==> src/rtl/strobe_timetagger.sv <==
// Timestamps rising edges on four asynchronous strobe inputs against a free-running
// 36-bit counter and emits one 47-bit record per cycle carrying edges and/or a wrap.
module strobe_timetagger #(
    parameter logic [7:0] OPERATE_ADDR = 8'h20,
    parameter logic [7:0] MASK_ADDR    = 8'h21
) (
    input  logic        clk,
    input  logic        reset_n,
    input  logic [3:0]  strobe_in,
    input  logic [7:0]  reg_addr,
    input  logic [7:0]  reg_data,
    input  logic        reg_wr,
    output logic        data_rdy,
    output logic [46:0] data,
    output logic        capture_operate
);

    localparam int unsigned N_CH  = 4;
    localparam int unsigned CNT_W = 36;
    localparam int unsigned PAD_W = 6;

    typedef struct packed {
        logic             wrap;
        logic [PAD_W-1:0] pad;
        logic [N_CH-1:0]  hits;
        logic [CNT_W-1:0] ts;
    } rec_t;

    logic [N_CH-1:0]  r_s1;
    logic [N_CH-1:0]  r_s2;
    logic [N_CH-1:0]  r_s3;
    logic [N_CH-1:0]  r_mask;
    logic             r_operate;
    logic [CNT_W-1:0] r_count;
    logic             r_data_rdy;
    rec_t             r_rec;

    logic             w_op_wr;
    logic             w_mask_wr;
    logic             w_clear;
    logic [N_CH-1:0]  w_edge;
    logic             w_wrap;
    logic             w_emit;
    logic [CNT_W-1:0] w_count_nxt;
    logic             w_unused_reg_data;

    assign w_unused_reg_data = &{1'b0, reg_data[7:4]};

    // Decode register writes and form edge/wrap events for this cycle.
    always_comb begin
        w_op_wr     = 1'b0;
        w_mask_wr   = 1'b0;
        w_clear     = 1'b0;
        w_edge      = '0;
        w_wrap      = 1'b0;
        w_emit      = 1'b0;
        w_count_nxt = r_count;

        w_op_wr   = reg_wr && (reg_addr == OPERATE_ADDR);
        w_mask_wr = reg_wr && (reg_addr == MASK_ADDR);
        w_clear   = w_op_wr && reg_data[1];
        w_edge    = r_s2 & ~r_s3 & r_mask;
        // A clear in the wrap cycle wins, so no wrap record is produced.
        w_wrap    = r_operate && !w_clear && (r_count == '1);
        w_emit    = r_operate && ((w_edge != '0) || w_wrap);

        if (w_clear) begin
            w_count_nxt = '0;
        end else if (r_operate) begin
            w_count_nxt = r_count + CNT_W'(1);
        end
    end

    // Synchronizer and edge history reset high so held-high strobes never look like edges.
    always_ff @(posedge clk or negedge reset_n) begin
        if (!reset_n) begin
            r_s1 <= '1;
            r_s2 <= '1;
            r_s3 <= '1;
        end else begin
            r_s1 <= strobe_in;
            r_s2 <= r_s1;
            r_s3 <= r_s2;
        end
    end

    always_ff @(posedge clk or negedge reset_n) begin
        if (!reset_n) begin
            r_operate <= 1'b0;
            r_mask    <= '1;
        end else begin
            if (w_op_wr) begin
                r_operate <= reg_data[0];
            end
            if (w_mask_wr) begin
                r_mask <= reg_data[N_CH-1:0];
            end
        end
    end

    always_ff @(posedge clk or negedge reset_n) begin
        if (!reset_n) begin
            r_count <= '0;
        end else begin
            r_count <= w_count_nxt;
        end
    end

    // Record holds its last contents between emissions.
    always_ff @(posedge clk or negedge reset_n) begin
        if (!reset_n) begin
            r_data_rdy <= 1'b0;
            r_rec      <= '0;
        end else begin
            r_data_rdy <= w_emit;
            if (w_emit) begin
                r_rec.wrap <= w_wrap;
                r_rec.pad  <= '0;
                r_rec.hits <= w_edge;
                r_rec.ts   <= r_count;
            end
        end
    end

    assign data_rdy        = r_data_rdy;
    assign data            = r_rec;
    assign capture_operate = r_operate;

endmodule

==> config.mk <==
export PLATFORM = sky130hd
export DESIGN_NAME = strobe_timetagger
export DESIGN_NICKNAME = d
export VERILOG_FILES = /design/src/rtl/strobe_timetagger.sv
export SDC_FILE = /design/constraint.sdc
export NUM_CORES = 1
export LEC_CHECK = 0
export ABC_AREA = 1
export CORE_ASPECT_RATIO = 0.9
export CORE_MARGIN = 3
export CORE_UTILIZATION = 40
export DETAILED_ROUTE_END_ITERATION = 10
export PLACE_DENSITY = 0.68
export SETUP_SLACK_MARGIN = 0.4
export SLEW_MARGIN = 15
export SYNTH_ARGS = -nofsm -noshare
export SYNTH_HDL_FRONTEND = slang
export SYNTH_SLANG_ARGS = --single-unit
==> constraint.sdc <==
create_clock -name clk -period 2.2 [get_ports clk]
set_clock_uncertainty 0.15 [all_clocks]
set_input_delay 0.44 -clock clk [delete_from_list [all_inputs] [get_ports clk]]
set_output_delay 0.44 -clock clk [all_outputs]
set_load 0.02 [all_outputs]
======== After elaboration in Yosys (flattened, before gate mapping) ========
Cells that the tools add are included.
operators by class
  bitwise logic cells ..................... 3
  multiplexer cells ....................... 2
  reduce and logical (&&, ||, !) cells .... 10
  add/sub/neg operators ................... 1
  equal/unequal tests ..................... 3
operator list
  operator                                        number
  2-to-1 mux 36 bit                               2
  adder 36 x 1 -> 36 bit (second input constant)  1
  == test 36 bit (second input constant)          1
  == test 8 x 6 -> 1 bit (second input constant)  2
  AND 4 bit                                       2
  logical AND 1 bit                               6
  NOT 4 bit                                       1
  nonzero test 4 bit                              1
  nonzero test 2 bit                              1
  zero test 1 bit                                 1
  logical OR 1 bit                                1
storage, ports and cells
  word-level logic and storage cells ...... 29
  input port bits ......................... 23
  bits in registers ....................... 95

======== Logic depth before layout (Yosys ltp) ========
  word-level depth ........................ 8
  gate-level depth with buffers ........... 11
  depth with buffers taken out ............ 10

======== Worst setup path before layout ========
OpenSTA, ideal clock, no wires.
  path kind ............................... flip-flop to flip-flop
  start point ............................. reg r_count[0]
  end point ............................... reg r_rec, in the netlist data[14]
  stages on the path, launching flop included .. 12
  buffers on the path ..................... 1
  clock period less this slack ............ 1.819 ns
  path slack .............................. 0.381 ns
  arrival ................................. 1.553 ns
  cell sequence ........................... dfrtp_1 ha_1 nand2_1 nor2_2 nand2_2 nor2_4 nand2_1 nor2_1 nand2_1 buf_2 nand3_1 nand2_1
between the ends
  word-level cells in the longest chain between the ends .. 4
RTL lines
  what                    line  text
  from (decl)             34    logic [CNT_W-1:0] r_count;
  from (signal assigned)  105   r_count <= w_count_nxt;
  == test 36 bit          64    w_wrap = r_operate && !w_clear && (r_count == '1);
  logical AND 1 bit       64
  logical OR 1 bit        65    w_emit = r_operate && ((w_edge != '0) || w_wrap);
  logical AND 1 bit       65
  to (decl)               36    rec_t r_rec;
No other way between the ends.
A chain may end at the register's enable or synchronous reset.

======== Worst setup path in the final report ========
  start point ............................. reg r_count[5]
  end point ............................... reg r_rec, in the netlist data[1]
Same word-level chain as after synthesis.

==> metrics.log <==
INFO  metric cts-buffers-inserted = 9
INFO  metric post_route_cells_drive_above_1_share = between 20% and 30%
INFO  metric report.final.slew_viol_count = 0
INFO  metric fp.dieArea = ~0.013 mm^2
INFO  metric route.antenna.remaining_nets = 0
INFO  metric cts_tree = built
INFO  metric maxCapViolCount = 0
INFO  metric worst-endpoint-arrival = ~2.2 ns
INFO  metric die-height = ~110 um
INFO  metric postSynth.asyncResetShare = 100%
INFO  metric synth_area_leaders = dfrtp_1 (43%), nand2_1 (17%), dfstp_2 (9.2%)
INFO  metric seq_area_frac_synth = a little over half
INFO  metric yosys_warnings = 0
INFO  metric synthesis.area = roughly 0.0046 mm^2
INFO  metric grt_most_used_layer = met2
INFO  metric cts_num_sinks = 95
INFO  metric fmax = about 490 MHz
INFO  metric critPathMaxFanout = 8
INFO  metric first_pass_iters = 5
INFO  metric number_of_enable_flip_flop_cells_after_synthesis = 0
INFO  metric ir_worst_vdd = approximately 0.34 mV
INFO  metric required = 2.33 ns
INFO  metric timing.final.crit_period = 2.03 ns
INFO  metric track_usage = between 10% and 20%
INFO  metric final_core_utilization = about three fifths
INFO  metric synth_cell_types = 26
INFO  metric dr_total_vias = 4343
INFO  metric antenna_cells_inserted = 0
INFO  metric yosys_most_used_dff = dfrtp_1
INFO  metric max-clock-path-buffers = 2
INFO  metric fin_setup_tns = 0 ns
INFO  metric drt_drc_violations_left = 0
INFO  metric startpoint_type = flip-flop
INFO  metric initial_utilization = 41.5%
INFO  metric critPathCaptureType = flip-flop
INFO  metric final-hold-violation-count = 0
INFO  metric wire_per_inst = 14.7 um
INFO  metric grt_antenna_before_repair = 0
INFO  metric clkLatencyLatePin = 0.34 ns
INFO  metric gr-total-overflow = 0
INFO  metric post_layout_nonfiller_instances = ~870
INFO  metric run_status = finished clean
INFO  metric crit_path_top_delay_cell = dfrtp_1
INFO  metric worstHoldPathType = flip-flop to flip-flop
INFO  metric power.density_cell_area = around 560 mW/mm^2
INFO  metric multi_input_gate_area = between 0.002 and 0.0025 mm^2
INFO  metric first_global_vias = 4241
INFO  metric synth_common_cells = nand2_1 (203), nor2_1 (91), dfrtp_1 (79)
INFO  metric area_delta_synth_final = 41.5%
INFO  metric crit_path_cell_trace = nand2_1, nor2_4, nand2_4, nor2_4, nand3b_1, o21ai_4, buf_12, clkbuf_16, nand2_1, nand2_1
INFO  metric port_buffers = just over 60
INFO  metric core.rowCount = 36
INFO  metric finalSetupViolCount = 0
INFO  metric nets = ~740
INFO  metric detailed_place_hpwl = approximately 8200 um
INFO  metric mean_cell_area_of_the_mapped_netlist = 7.64 um^2
INFO  metric die_w = 119 um
INFO  metric routed_via_density = between 5 and 6
INFO  metric dp_worst_setup_slack = -0.0616 ns
INFO  metric yosysTopAreaCell = dfrtp_1
INFO  metric grt_max_degree = around 40
INFO  metric leakagePower = 3.43 nW
INFO  metric ctsRootBufferMaster = clkbuf_16
INFO  metric dpl.cell_count = ~800
INFO  metric grt_pass1_wl = about 20000 um
INFO  metric yosys.cell_count.top_type = nand2_1
INFO  metric starting_drt_drc_count = between 300 and 400
INFO  metric wirelength = around 13000 um
INFO  metric ys_ff_latch = 95
INFO  metric global_route.usage.met1 = a little over a quarter
INFO  metric grt.met3_usage = 4.05%
INFO  metric filler_cell_count = about 1000
INFO  metric postSynthCellCount = just under 600
INFO  metric area_of_the_core_region = roughly 0.011 mm^2
INFO  metric postLayoutSetupSlackWorst = 0.168 ns
INFO  metric rsz0062_at_grt = true
INFO  metric cts.clk_slew.worst_paths = about 0.06 ns
INFO  metric ioPinCount = 72
INFO  metric crit_path_frequent_cell = nand2_1
INFO  metric crit_type = flip-flop to flip-flop
INFO  metric timing.final.crit_share = slightly above 90%
INFO  metric crit_path_max_cell_delay = about 0.43 ns
INFO  metric post-synth-top-area-fraction = about 43%
INFO  metric grt_util_met2 = approximately a third
INFO  metric regArea = between 0.002 and 0.0025 mm^2
INFO  metric ctsHtreeMaxLevel = 3
INFO  metric routability_congestion_estimate_from_global_placement = between 0.8 and 0.9
-- path summary, 6_finish.rpt --
check	depth (start not counted)	start	slack (ns)	endpoint
max reg2reg	10	r_count[5]	0.17	data[1]
min in group asynchronous	2	reset_n	0.47	r_count[12]
max in group asynchronous	3	reset_n	0.82	r_s3[3]
max	10	r_count[5]	0.17	data[1]
min reg2reg	0	r_s1[0]	0.21	r_s2[0]
min	0	r_s1[0]	0.21	r_s2[0]
-- worst max-delay path: cells and delay by family, from the launching register on --
kind	cells	cell delay, ns
buf+inv	2	0.32
simple gates	7	0.83
compound gates	1	0.24
flops	1	0.43
-- what timing repair did --
| action | 4_1_cts | 5_1_grt |
|---|---|---|
| cloned | 3 | 2 |
| pin swaps | 12 | 19 |
| hold buffers | 1 | 0 |
| hold endpoints to repair | 22 | 0 |
| resized for setup | 74 | 85 |
| endpoints found under the setup margin | 95 | 73 |
| setup buffers | 17 | 18 |
-- cell type report --
class	instances	share of cell area (%)
clock buffers	11	3.76
clock inverters	5	0.737
inverters	54	3.14
multi-input cells	430	33.2
flip-flops and latches	95	37.4
well taps	152	2.95
repair buffers	121	18.9
-- where the power goes --
| part | internal [mW] | total (mW) | switching (mW) |
|---|---|---|---|
| sequential | 1.80 | 1.84 | 0.0354 |
| clock | 0.901 | 1.54 | 0.639 |
| combinational | 0.109 | 0.253 | 0.144 |
-- flip-flops by register name (all words and copies together) (netlist names) --
name	flops
data	41
r_count	36
r_mask	4
r_s1	4
r_s2	4
r_s3	4
capture_operate	1
data_rdy	1
-- kinds of logic (layout without fill, tap and decap cells) --
| logic type | count (synthesis) | after routing | synth area share, % |
|---|---|---|---|
| flops | 95 | 95 | 52.6 |
| buf+inv | 77 | 191 | 7.47 |
| xor+xnor | 1 | 1 | 0.192 |
| compound gates | 40 | 40 | 4.53 |
| other cells | 1 | 6 | 0.0823 |
| simple gates | 382 | 382 | 34.9 |
| fa+ha+maj | 1 | 1 | 0.274 |
-- metrics by stage --
stage / hold slack, ns / power [mW] / cell area [um^2]
after global routing: 0.211 / 3.77 / 6450
after floorplan: -0.00559 / 1.95 / 4590
final: 0.205 / 3.63 / 6450
after CTS: 0.207 / 3.63 / 6030
after global placement: 0.196 / 2.06 / 5450
after detailed placement: 0.198 / 2.07 / 5450
-- layout by cell type, fill, tap and decap left out, types with 11 or more instances in the layout --
master	count
a21oi_1	14
buf_4	45
dfrtp_1	69
dfstp_2	16
dlygate4sd2_1	43
inv_1	52
nand2_1	174
nand2_2	22
nand3_1	56
nor2_1	71
nor2_2	14
nor2_4	11
o21ai_0	15
-- routing by layer --
layer	wire [um]	share of wire, %	up-vias
li1	-	-	2096
met1	5790	45	2088
met2	6030	47	138
met3	753	5.9	21
met4	216	1.7	0
met5	0	0	-
(Power assumes the default switching activity.)
